**config.mk**
```make
export PLATFORM = sky130hd
export DESIGN_NAME = ddr2_port_arbiter_flat
export DESIGN_NICKNAME = d
export VERILOG_FILES = /design/src/rtl/ddr2_arb_pkg.sv /design/src/rtl/ddr2_port_arbiter_if.sv /design/src/rtl/rd_tag_fifo.sv /design/src/rtl/ddr2_port_arbiter.sv /design/src/flat_wrapper.sv
export SDC_FILE = /design/constraint.sdc
export NUM_CORES = 1
export LEC_CHECK = 0
export CAP_MARGIN = 10
export CORE_AREA = 2 2 294 296
export CTS_CLUSTER_DIAMETER = 120
export DETAILED_ROUTE_END_ITERATION = 10
export DIE_AREA = 0 0 296 298
export DONT_BUFFER_PORTS = 1
export GPL_ROUTABILITY_DRIVEN = 0
export PLACE_DENSITY = 0.3
export SETUP_SLACK_MARGIN = 0.1
export SYNTH_ARGS = -nofsm -noshare
export SYNTH_HDL_FRONTEND = slang
export SYNTH_HIERARCHICAL = 1
export SYNTH_SLANG_ARGS = --single-unit
```
**constraint.sdc**
```tcl
create_clock -name clk -period 16.9 [get_ports clk]
set_input_delay 5.07 -clock clk [delete_from_list [all_inputs] [get_ports clk]]
set_output_delay 5.07 -clock clk [all_outputs]
set_load 0.02 [all_outputs]
```
**src/rtl/ddr2_arb_pkg.sv**
```systemverilog
// Shared encodings for the DDR2 two-port arbiter: FSM states, controller command codes, read-owner tags.
// Latency: n/a (types and constants only).
// Backpressure: n/a.
package ddr2_arb_pkg;

    typedef enum logic [1:0] {
        IDLE  = 2'd0,
        WR_D0 = 2'd1,
        WR_D1 = 2'd2,
        CMD   = 2'd3
    } arb_state_t;

    localparam logic [2:0] CMD_WR = 3'b000;
    localparam logic [2:0] CMD_RD = 3'b001;

    // Owner tag carried with each outstanding read burst.
    localparam logic TAG_VID  = 1'b0;
    localparam logic TAG_HOST = 1'b1;

endpackage

```
**src/rtl/ddr2_port_arbiter_if.sv**
```systemverilog
// Bundle of requester, command-FIFO, write-FIFO and read-return signals around the arbiter.
// Latency: n/a (wires only); master = arbiter side, slave = requesters plus DDR2 controller.
// Backpressure: app_af_afull / app_wdf_afull flow from slave to master; req/ack handshake per requester.
interface ddr2_port_arbiter_if #(
    parameter int ADDR_W = 31,
    parameter int DATA_W = 128
);
    logic                  phy_init_done;
    logic                  vid_req;
    logic [ADDR_W-1:0]     vid_addr;
    logic                  vid_ack;
    logic                  vid_rd_valid;
    logic                  host_req;
    logic                  host_we;
    logic [ADDR_W-1:0]     host_addr;
    logic [2*DATA_W-1:0]   host_wdata;
    logic                  host_ack;
    logic                  host_rd_valid;
    logic [DATA_W-1:0]     rd_data;
    logic [2:0]            app_af_cmd;
    logic [ADDR_W-1:0]     app_af_addr;
    logic                  app_af_wren;
    logic                  app_af_afull;
    logic [DATA_W-1:0]     app_wdf_data;
    logic                  app_wdf_wren;
    logic [DATA_W/8-1:0]   app_wdf_mask_data;
    logic                  app_wdf_afull;
    logic                  rd_data_valid;
    logic [DATA_W-1:0]     rd_data_fifo_out;

    modport master (
        input  phy_init_done, vid_req, vid_addr, host_req, host_we, host_addr, host_wdata,
               app_af_afull, app_wdf_afull, rd_data_valid, rd_data_fifo_out,
        output vid_ack, vid_rd_valid, host_ack, host_rd_valid, rd_data,
               app_af_cmd, app_af_addr, app_af_wren, app_wdf_data, app_wdf_wren, app_wdf_mask_data
    );

    modport slave (
        output phy_init_done, vid_req, vid_addr, host_req, host_we, host_addr, host_wdata,
               app_af_afull, app_wdf_afull, rd_data_valid, rd_data_fifo_out,
        input  vid_ack, vid_rd_valid, host_ack, host_rd_valid, rd_data,
               app_af_cmd, app_af_addr, app_af_wren, app_wdf_data, app_wdf_wren, app_wdf_mask_data
    );

endinterface

```
**src/rtl/rd_tag_fifo.sv**
```systemverilog
// Owner-tag FIFO for outstanding read bursts; ports: push/push_dat in, pop in, head/full/empty out.
// Latency: head is the oldest tag, visible combinationally; push lands after one clock.
// Backpressure: full blocks push unless a pop happens in the same cycle; pop on empty is ignored.
module rd_tag_fifo #(
    parameter int DEPTH = 8
) (
    input  logic clk,
    input  logic rst_n,
    input  logic push,
    input  logic push_dat,
    input  logic pop,
    output logic head,
    output logic full,
    output logic empty
);
    localparam int PTR_W = (DEPTH > 1) ? $clog2(DEPTH) : 1;
    localparam int CNT_W = $clog2(DEPTH + 1);

    logic [DEPTH-1:0] mem;
    logic [PTR_W-1:0] wr_ptr, rd_ptr;
    logic [CNT_W-1:0] count;
    logic             push_ok, pop_ok;

    assign full    = (count == CNT_W'(DEPTH));
    assign empty   = (count == '0);
    assign head    = mem[rd_ptr];
    assign pop_ok  = pop && !empty;
    assign push_ok = push && (!full || pop_ok);

    always_ff @(posedge clk or negedge rst_n) begin
        if (!rst_n) begin
            mem    <= '0;
            wr_ptr <= '0;
            rd_ptr <= '0;
            count  <= '0;
        end else begin
            if (push_ok) begin
                mem[wr_ptr] <= push_dat;
                wr_ptr      <= (wr_ptr == PTR_W'(DEPTH - 1)) ? '0 : wr_ptr + 1'b1;
            end
            if (pop_ok) begin
                rd_ptr <= (rd_ptr == PTR_W'(DEPTH - 1)) ? '0 : rd_ptr + 1'b1;
            end
            // Push and pop together leave occupancy unchanged.
            case ({push_ok, pop_ok})
                2'b10:   count <= count + 1'b1;
                2'b01:   count <= count - 1'b1;
                default: count <= count;
            endcase
        end
    end

endmodule

```
**src/rtl/ddr2_port_arbiter.sv**
```systemverilog
// Arbitrates video reads and host reads/writes onto one DDR2 controller; routes read beats back by owner tag.
// Latency: grant->command 1 cycle for reads, 3 cycles for writes (two data beats first); read return is combinational.
// Backpressure: app_af_afull / app_wdf_afull stall the FSM in place; reads wait while the tag FIFO is full.
module ddr2_port_arbiter
    import ddr2_arb_pkg::*;
#(
    parameter int ADDR_W    = 31,
    parameter int DATA_W    = 128,
    parameter int TAG_DEPTH = 8,
    parameter int VID_MAX   = 4
) (
    input  logic                clk,
    input  logic                rst,
    ddr2_port_arbiter_if.master bus
);
    localparam int                CNT_W     = $clog2(VID_MAX + 1);
    localparam logic [CNT_W-1:0]  VID_MAX_C = CNT_W'(VID_MAX);

    // Assert asynchronously, release two clocks after rst rises.
    logic [1:0] rst_sync;
    logic       rst_n;

    always_ff @(posedge clk or negedge rst) begin
        if (!rst) rst_sync <= 2'b00;
        else      rst_sync <= {rst_sync[0], 1'b1};
    end
    assign rst_n = rst_sync[1];

    arb_state_t           state, state_nxt;
    logic                 cmd_is_rd;
    logic                 owner;
    logic [ADDR_W-1:0]    lat_addr;
    logic [2*DATA_W-1:0]  lat_wdata;
    logic [CNT_W-1:0]     vid_cnt;

    logic tag_full, tag_empty, tag_head, tag_push, tag_pop;
    logic beat;
    logic rd_ok, wr_ok, vid_elig, host_elig, host_grant, vid_grant;
    logic af_wren, wdf_wren;
    logic [DATA_W-1:0] wdf_data;
    logic rd_fwd;

    assign rd_ok      = !tag_full && !bus.app_af_afull;
    assign wr_ok      = !bus.app_af_afull && !bus.app_wdf_afull;
    assign vid_elig   = bus.phy_init_done && bus.vid_req && rd_ok;
    assign host_elig  = bus.phy_init_done && bus.host_req && (bus.host_we ? wr_ok : rd_ok);
    // Video has priority until it has taken VID_MAX grants back-to-back while the host waited.
    assign host_grant = (state == IDLE) && host_elig && (!vid_elig || vid_cnt == VID_MAX_C);
    assign vid_grant  = (state == IDLE) && vid_elig && !host_grant;

    always_comb begin
        state_nxt = state;
        af_wren   = 1'b0;
        wdf_wren  = 1'b0;
        wdf_data  = '0;
        case (state)
            IDLE: begin
                if (host_grant)     state_nxt = bus.host_we ? WR_D0 : CMD;
                else if (vid_grant) state_nxt = CMD;
            end
            WR_D0: begin
                wdf_data = lat_wdata[DATA_W-1:0];
                if (!bus.app_wdf_afull) begin
                    wdf_wren  = 1'b1;
                    state_nxt = WR_D1;
                end
            end
            WR_D1: begin
                wdf_data = lat_wdata[2*DATA_W-1:DATA_W];
                if (!bus.app_wdf_afull) begin
                    wdf_wren  = 1'b1;
                    state_nxt = CMD;
                end
            end
            CMD: begin
                if (!bus.app_af_afull) begin
                    af_wren   = 1'b1;
                    state_nxt = IDLE;
                end
            end
            default: state_nxt = IDLE;
        endcase
    end

    always_ff @(posedge clk or negedge rst_n) begin
        if (!rst_n) begin
            state     <= IDLE;
            cmd_is_rd <= 1'b0;
            owner     <= TAG_VID;
            lat_addr  <= '0;
            lat_wdata <= '0;
        end else begin
            state <= state_nxt;
            // Operands are captured at grant, so a later req drop cannot corrupt the command.
            if (host_grant) begin
                owner     <= TAG_HOST;
                cmd_is_rd <= !bus.host_we;
                lat_addr  <= bus.host_addr;
                lat_wdata <= bus.host_wdata;
            end else if (vid_grant) begin
                owner     <= TAG_VID;
                cmd_is_rd <= 1'b1;
                lat_addr  <= bus.vid_addr;
            end
        end
    end

    always_ff @(posedge clk or negedge rst_n) begin
        if (!rst_n) begin
            vid_cnt <= '0;
        end else if (host_grant || !bus.host_req) begin
            vid_cnt <= '0;
        end else if (vid_grant && vid_cnt != VID_MAX_C) begin
            vid_cnt <= vid_cnt + 1'b1;
        end
    end

    assign bus.app_af_wren       = af_wren;
    assign bus.app_af_cmd        = (state == CMD && cmd_is_rd) ? CMD_RD : CMD_WR;
    assign bus.app_af_addr       = (state == CMD) ? lat_addr : '0;
    assign bus.vid_ack           = af_wren && (owner == TAG_VID);
    assign bus.host_ack          = af_wren && (owner == TAG_HOST);
    assign bus.app_wdf_wren      = wdf_wren;
    assign bus.app_wdf_data      = wdf_data;
    assign bus.app_wdf_mask_data = '0;

    // Beats arriving with no outstanding tag are dropped; the toggle counts only forwarded beats.
    assign rd_fwd            = bus.rd_data_valid && !tag_empty;
    assign bus.rd_data       = rd_fwd ? bus.rd_data_fifo_out : '0;
    assign bus.vid_rd_valid  = rd_fwd && (tag_head == TAG_VID);
    assign bus.host_rd_valid = rd_fwd && (tag_head == TAG_HOST);

    assign tag_push = af_wren && cmd_is_rd;
    assign tag_pop  = rd_fwd && beat;

    always_ff @(posedge clk or negedge rst_n) begin
        if (!rst_n)      beat <= 1'b0;
        else if (rd_fwd) beat <= ~beat;
    end

    rd_tag_fifo #(.DEPTH(TAG_DEPTH)) u_tag_fifo (
        .clk      (clk),
        .rst_n    (rst_n),
        .push     (tag_push),
        .push_dat (owner),
        .pop      (tag_pop),
        .head     (tag_head),
        .full     (tag_full),
        .empty    (tag_empty)
    );

endmodule

```
**src/flat_wrapper.sv**
```systemverilog
// flat-port wrapper written by rule: the top's interface ports become plain ports
module ddr2_port_arbiter_flat import ddr2_arb_pkg::*;
#(
    parameter int ADDR_W    = 31,
    parameter int DATA_W    = 128,
    parameter int TAG_DEPTH = 8,
    parameter int VID_MAX   = 4
)
  (clk, rst, bus_phy_init_done, bus_vid_req, bus_vid_addr, bus_host_req, bus_host_we, bus_host_addr, bus_host_wdata, bus_app_af_afull, bus_app_wdf_afull, bus_rd_data_valid, bus_rd_data_fifo_out, bus_vid_ack, bus_vid_rd_valid, bus_host_ack, bus_host_rd_valid, bus_rd_data, bus_app_af_cmd, bus_app_af_addr, bus_app_af_wren, bus_app_wdf_data, bus_app_wdf_wren, bus_app_wdf_mask_data);
  ddr2_port_arbiter_if #(.ADDR_W(ADDR_W), .DATA_W(DATA_W)) bus_i ();
  input  logic clk;
  input  logic rst;
  input wire logic [$bits(bus_i.phy_init_done)-1:0] bus_phy_init_done;
  input wire logic [$bits(bus_i.vid_req)-1:0] bus_vid_req;
  input wire logic [$bits(bus_i.vid_addr)-1:0] bus_vid_addr;
  input wire logic [$bits(bus_i.host_req)-1:0] bus_host_req;
  input wire logic [$bits(bus_i.host_we)-1:0] bus_host_we;
  input wire logic [$bits(bus_i.host_addr)-1:0] bus_host_addr;
  input wire logic [$bits(bus_i.host_wdata)-1:0] bus_host_wdata;
  input wire logic [$bits(bus_i.app_af_afull)-1:0] bus_app_af_afull;
  input wire logic [$bits(bus_i.app_wdf_afull)-1:0] bus_app_wdf_afull;
  input wire logic [$bits(bus_i.rd_data_valid)-1:0] bus_rd_data_valid;
  input wire logic [$bits(bus_i.rd_data_fifo_out)-1:0] bus_rd_data_fifo_out;
  output wire logic [$bits(bus_i.vid_ack)-1:0] bus_vid_ack;
  output wire logic [$bits(bus_i.vid_rd_valid)-1:0] bus_vid_rd_valid;
  output wire logic [$bits(bus_i.host_ack)-1:0] bus_host_ack;
  output wire logic [$bits(bus_i.host_rd_valid)-1:0] bus_host_rd_valid;
  output wire logic [$bits(bus_i.rd_data)-1:0] bus_rd_data;
  output wire logic [$bits(bus_i.app_af_cmd)-1:0] bus_app_af_cmd;
  output wire logic [$bits(bus_i.app_af_addr)-1:0] bus_app_af_addr;
  output wire logic [$bits(bus_i.app_af_wren)-1:0] bus_app_af_wren;
  output wire logic [$bits(bus_i.app_wdf_data)-1:0] bus_app_wdf_data;
  output wire logic [$bits(bus_i.app_wdf_wren)-1:0] bus_app_wdf_wren;
  output wire logic [$bits(bus_i.app_wdf_mask_data)-1:0] bus_app_wdf_mask_data;
  assign bus_i.phy_init_done = bus_phy_init_done;
  assign bus_i.vid_req = bus_vid_req;
  assign bus_i.vid_addr = bus_vid_addr;
  assign bus_i.host_req = bus_host_req;
  assign bus_i.host_we = bus_host_we;
  assign bus_i.host_addr = bus_host_addr;
  assign bus_i.host_wdata = bus_host_wdata;
  assign bus_i.app_af_afull = bus_app_af_afull;
  assign bus_i.app_wdf_afull = bus_app_wdf_afull;
  assign bus_i.rd_data_valid = bus_rd_data_valid;
  assign bus_i.rd_data_fifo_out = bus_rd_data_fifo_out;
  assign bus_vid_ack = bus_i.vid_ack;
  assign bus_vid_rd_valid = bus_i.vid_rd_valid;
  assign bus_host_ack = bus_i.host_ack;
  assign bus_host_rd_valid = bus_i.host_rd_valid;
  assign bus_rd_data = bus_i.rd_data;
  assign bus_app_af_cmd = bus_i.app_af_cmd;
  assign bus_app_af_addr = bus_i.app_af_addr;
  assign bus_app_af_wren = bus_i.app_af_wren;
  assign bus_app_wdf_data = bus_i.app_wdf_data;
  assign bus_app_wdf_wren = bus_i.app_wdf_wren;
  assign bus_app_wdf_mask_data = bus_i.app_wdf_mask_data;
  ddr2_port_arbiter #(.ADDR_W(ADDR_W), .DATA_W(DATA_W), .TAG_DEPTH(TAG_DEPTH), .VID_MAX(VID_MAX)) u_core (.clk(clk), .rst(rst), .bus(bus_i));
endmodule
```
# Word level (Yosys, flattened, before mapping)
# Index checks and enable logic that the tools add are counted.
# op_classes
n_bitwise	3
reduce_logical	40
add_sub_neg	5
n_mux	32
eq_ne	14
magnitude_cmp	3
# ops
cell	count
$pmux W128 S2	1
$mux W128	1
$mux W31	3
$logic_and A1 B1 Y1	22
$mux W1	12
$mux W2	6
$mux W3	4
$add A3 B1 Y3 const B	3
$eq A3 B3 Y1 const B	3
$bwmux W8	1
$logic_not A1 Y1	8
$lt A3 B4 Y1 const B	2
$pmux W2 S4	1
$pmux W4 S2	1
$eq A2 B2 Y1 const B	3
$ne A2 B2 Y1 const B	3
$reduce_bool A2 Y1	3
$add A4 B1 Y4 const B	1
$eq A2 B1 Y1 const B	2
$eq A4 B4 Y1 const B	1
$logic_not A4 Y1	1
$reduce_and A4 Y1	1
$sub A4 B1 Y4 const B	1
$bmux W1 S3	1
8 further kinds	12
# word_totals
out_inout_bits	312
register_bits	315
elab_cells	109
in_bits	455

# Logic depth before layout (Yosys ltp)
# logic_depth
ltp_word	12
depth_mapped	13
ltp_nobuf	10

# Modules after synthesis
# Netlist, hierarchy kept.
# modules_own_cells
mod	seq_area_each_um2	instances	cells_per_inst	area_per_inst_um2
ddr2_port_arbiter	7432.1	1	1230	14649.0
rd_tag_fifo	450.4	1	92	1113.6

# Worst setup path after synthesis
# No wires, ideal clock.
# synth_timing
path_kind	in2out
from	input port bus_rd_data_valid
to	output port bus_rd_data[100]
setup_slack_ps	5768
arrival_ps	6062
t_required_ps	11830
n_path_buf	2
path_stages	4
cell_sequence	nor2b_1 clkbuf_1 clkbuf_1 and2_1
# synth_between
elab_chain_cells	2
# synth_lines
element	line	source
start, declared	flat_wrapper.sv:22	input wire logic [$bits(bus_i.rd_data_valid)-1:0] bus_rd_data_valid;
$logic_and A1 B1 Y1	ddr2_port_arbiter.sv:128	assign rd_fwd = bus.rd_data_valid && !tag_empty;
$mux W128	ddr2_port_arbiter.sv:129	assign bus.rd_data = rd_fwd ? bus.rd_data_fifo_out : '0;
end, declared	flat_wrapper.sv:28	output wire logic [$bits(bus_i.rd_data)-1:0] bus_rd_data;
# No other way between the ends.

# Final worst setup path
# layout_timing
from	input port bus_rd_data_valid
to	output port bus_vid_rd_valid
# layout_between
elab_chain_cells	2
# layout_lines
element	line	source
$logic_and A1 B1 Y1	ddr2_port_arbiter.sv:128	
$logic_and A1 B1 Y1	ddr2_port_arbiter.sv:130	assign bus.vid_rd_valid = rd_fwd && (tag_head == TAG_VID);
end, declared	flat_wrapper.sv:25	output wire logic [$bits(bus_i.vid_rd_valid)-1:0] bus_vid_rd_valid;
# No other way between the ends.

==> impl_metrics.py <==
metrics = {
    "run_status": {
        "status": "finished clean",
    },
    "detailed_routing": {
        "first_iter_violations": 502,
        "drc_errors": 0,
        "num_vias": 10400,
        "first_pass_iters": 4,
        "avgViaCountPerCell": 4.18,
        "finalWirelength_mm": 58.5,
        "drt-wirelength-per-cell_um": 23.6,
        "detail-route-antenna-nets": 0,
    },
    "critical_path": {
        "worstPathRequired_ns": 11.83,
        "cp.arrival_ns": 6.34,
        "crit_type": "input port to output port",
        "end_kind": "output port",
        "reg2regPathDepth": 8,
        "timing.rr.start": "u_core/u_tag_fifo/count[0]",
        "crit_fanout": 132,
        "cp-start-kind": "input port",
        "startpoint": "bus_rd_data_valid",
    },
    "synthesis": {
        "synth_top_family_by_area": "multiplexers",
        "synthArstFlopShare_pct": 100,
        "synth-main-ff-cell": "dfrtp_1",
        "synthMuxAreaShare_pct": 21.8,
        "synth.top_cell.area_share_pct": 50.0,
        "yosysTopAreaCell": "dfrtp_1",
        "syn-instance-count": 1322,
        "synth-compound-area-share_pct": 8.58,
        "synth_fa_ha_area_share_pct": 1.24,
        "yosysWarnings": 6,
        "ys_top_cells_by_area": "dfrtp_1 50%, mux2_2 19%, and2_1 6.5%, a22oi_1 6.1%, nor2b_1 5.4%",
        "synth_cell_types": 47,
        "syn_avg_cell_area_um2": 11.9,
        "synth_edf_count": 0,
        "synth_area_um2": 15800,
        "synthXorXnorAreaFrac_pct": 0.278,
        "ys_ff_latch": 315,
        "ys_seq_area_share_pct": 50.0,
        "yosys.area_share.simple_pct": 13.7,
    },
    "cells_and_area": {
        "multi_input_area_um2": 7310,
        "drive_gt1_share_pct": 27.2,
        "nFillCells": 9189,
        "final_util_pct": 21.4,
        "area_delta_synth_final_pct": 15.4,
        "layout_common_cells": "314 x dfrtp_1, 265 x mux2_2, 165 x and2_1",
        "fin_nets": 1750,
        "finalNonFillerCells": 2478,
        "ff_latch_area_um2": 7890,
        "final_common_cell": "dfrtp_1",
    },
    "power_and_ir_drop": {
        "switching_share_pct": 39.9,
        "switching_power_uw": 1430,
        "power_density_nw_per_um2": 197,
        "ir_drop_v": 0.0000970,
        "p_leak_uw": 0.00716,
        "power_frac_seq_pct": 36.1,
        "clock_power_share_pct": 24.3,
        "p_int_uw": 2160,
        "power_uw": 3590,
        "combPwrFrac_pct": 39.6,
    },
    "floorplanning": {
        "fp.coreArea_um2": 84900,
        "die_h_um": 298,
        "die_w_um": 296,
        "dieArea_um2": 88200,
        "ios": 767,
        "start_util_pct": 18.6,
        "row_count": 107,
    },
    "cts": {
        "cts_tree": "done",
        "h-tree-depth": 2,
        "cts_num_sinks": 315,
        "clock_latency_ns": 0.57,
        "ctsResizeCount": 0,
        "clk_pin_slew_worst_paths_ns": 0.06,
        "clock_path_buffers": 3,
        "post_cts_buffers": 0,
        "numCtsBuffers": 43,
        "ctsHoldBuffers": 0,
        "cts_root_buf": "clkbuf_16",
    },
    "sta": {
        "tightest_slew_ns": 1.13,
        "fmax_mhz": 87.7,
        "setup_viol": 0,
        "hold_viol": 0,
        "clock_skew_ns": 0.0191,
        "whs_ns": 0.345,
        "relSlewSlack_pct": 24.8,
        "tns_ns": 0,
        "min_period_ns": 11.41,
        "rsz0062_at_grt": "no",
        "timing.final.crit_share_pct": 67.5,
        "final_max_slew_viol_count": 0,
    },
    "global_routing": {
        "grt_first_pass_wirelength_mm": 82.0,
        "grtUsageTotal_pct": 12.7,
        "grt_overflow": 0,
        "grt_pass1_vias": 10900,
        "antenna_found_initial": 67,
        "grt_max_degree": 133,
    },
    "run": {
        "max_cap_violations": 0,
    },
    "placed_design": {
        "port_buffers": 0,
        "place.detailed.hpwl_mm": 42.0,
        "place_inst": 2379,
    },
    "hold_path": {
        "worst_hold_path_type": "flip-flop to flip-flop",
        "min_from": "u_core/rst_sync[0]",
        "whs_path_depth": 0,
    },
}
-- kinds of logic (layout without fill, tap and decap cells) --
kind of cell	Yosys count	after routing
xor gates and xnor gates	5	5
other	2	46
buffers and inverters	132	100
adders and majority gates	15	15
muxes	307	307
and+or+nand+nor	360	360
AOI/OAI and AO/OA	186	186
DFF	315	315
-- worst paths after layout --
path                                         to  slack, ns
max                            bus_vid_rd_valid       5.49
min                          u_core/rst_sync[1]       0.35
max reg2reg                u_core/lat_wdata[17]      11.86
min reg2reg                  u_core/rst_sync[1]       0.35
max in group asynchronous    u_core/rst_sync[1]      12.63
min in group asynchronous  u_core/lat_wdata[58]       0.49
-- Yosys cell counts (3+ instances only) --
library cell  number
mux2_1             6
nor2b_1          136
a22oi_1          128
a21oi_1            3
xor2_1             3
nand3_1            4
nor2_1             7
o2111ai_1          4
nor3b_1            4
mux2_2           265
inv_1             12
nand2_1           34
and2_1           165
dfrtp_1          315
mux2i_1           34
o21ai_0           35
buf_2              9
buf_1              3
o211ai_1           4
buf_4             43
clkbuf_1          63
ha_1              14
-- final cells by class --
| type | count | share of cell area (%) |
|---|---|---|
| flip-flops and latches | 315 | 43.4 |
| well taps | 1144 | 7.87 |
| clock buffers | 64 | 6.97 |
| inverters | 12 | 0.248 |
| clock inverters | 8 | 0.344 |
| repair buffers | 16 | 0.660 |
| diodes | 27 | 0.371 |
| multi-input cells | 892 | 40.2 |
-- metrics by stage --
stage	cell area [um2]	setup slack (ns)
2_1_floorplan	15800	5.77
3_3_place_gp	16800	5.54
3_5_place_dp	16800	5.50
4_1_cts	18100	5.50
5_1_grt	18200	5.30
6_report	18200	5.49
-- state kept, by name (all words and copies together) (netlist names), 3 cells and up --
| name | cells |
|---|---|
| u_core/u_tag_fifo/mem | 8 |
| u_core/u_tag_fifo/rd_ptr | 3 |
| u_core/u_tag_fifo/count | 4 |
| u_core/lat_wdata | 256 |
| u_core/u_tag_fifo/wr_ptr | 3 |
| u_core/vid_cnt | 3 |
| u_core/lat_addr | 31 |
-- worst max-delay path, cell delays in order --
cell and delay, ns:
nor2b_4 0.10, buf_4 0.71, nor2b_1 0.45
-- per-layer routing --
metal  GRT usage (%)  vias up  part of all wire, %
li1                -     4523                    -
met1            13.7     5165                   36
met2            21.5      465                   48
met3            5.87      150                   10
met4            4.97       50                  4.5
met5               0        -                 0.62
-- power groups by stage --
stage          sequential, uW  combinational, uW  clock [uW]
6_report                 1290               1420         873
5_1_grt                  1350               1550         947
4_1_cts                  1300               1460         917
3_5_place_dp             1310               1460           0
3_3_place_gp             1300               1450           0
2_1_floorplan            1240               1140           0
(Power assumes the default switching activity.)
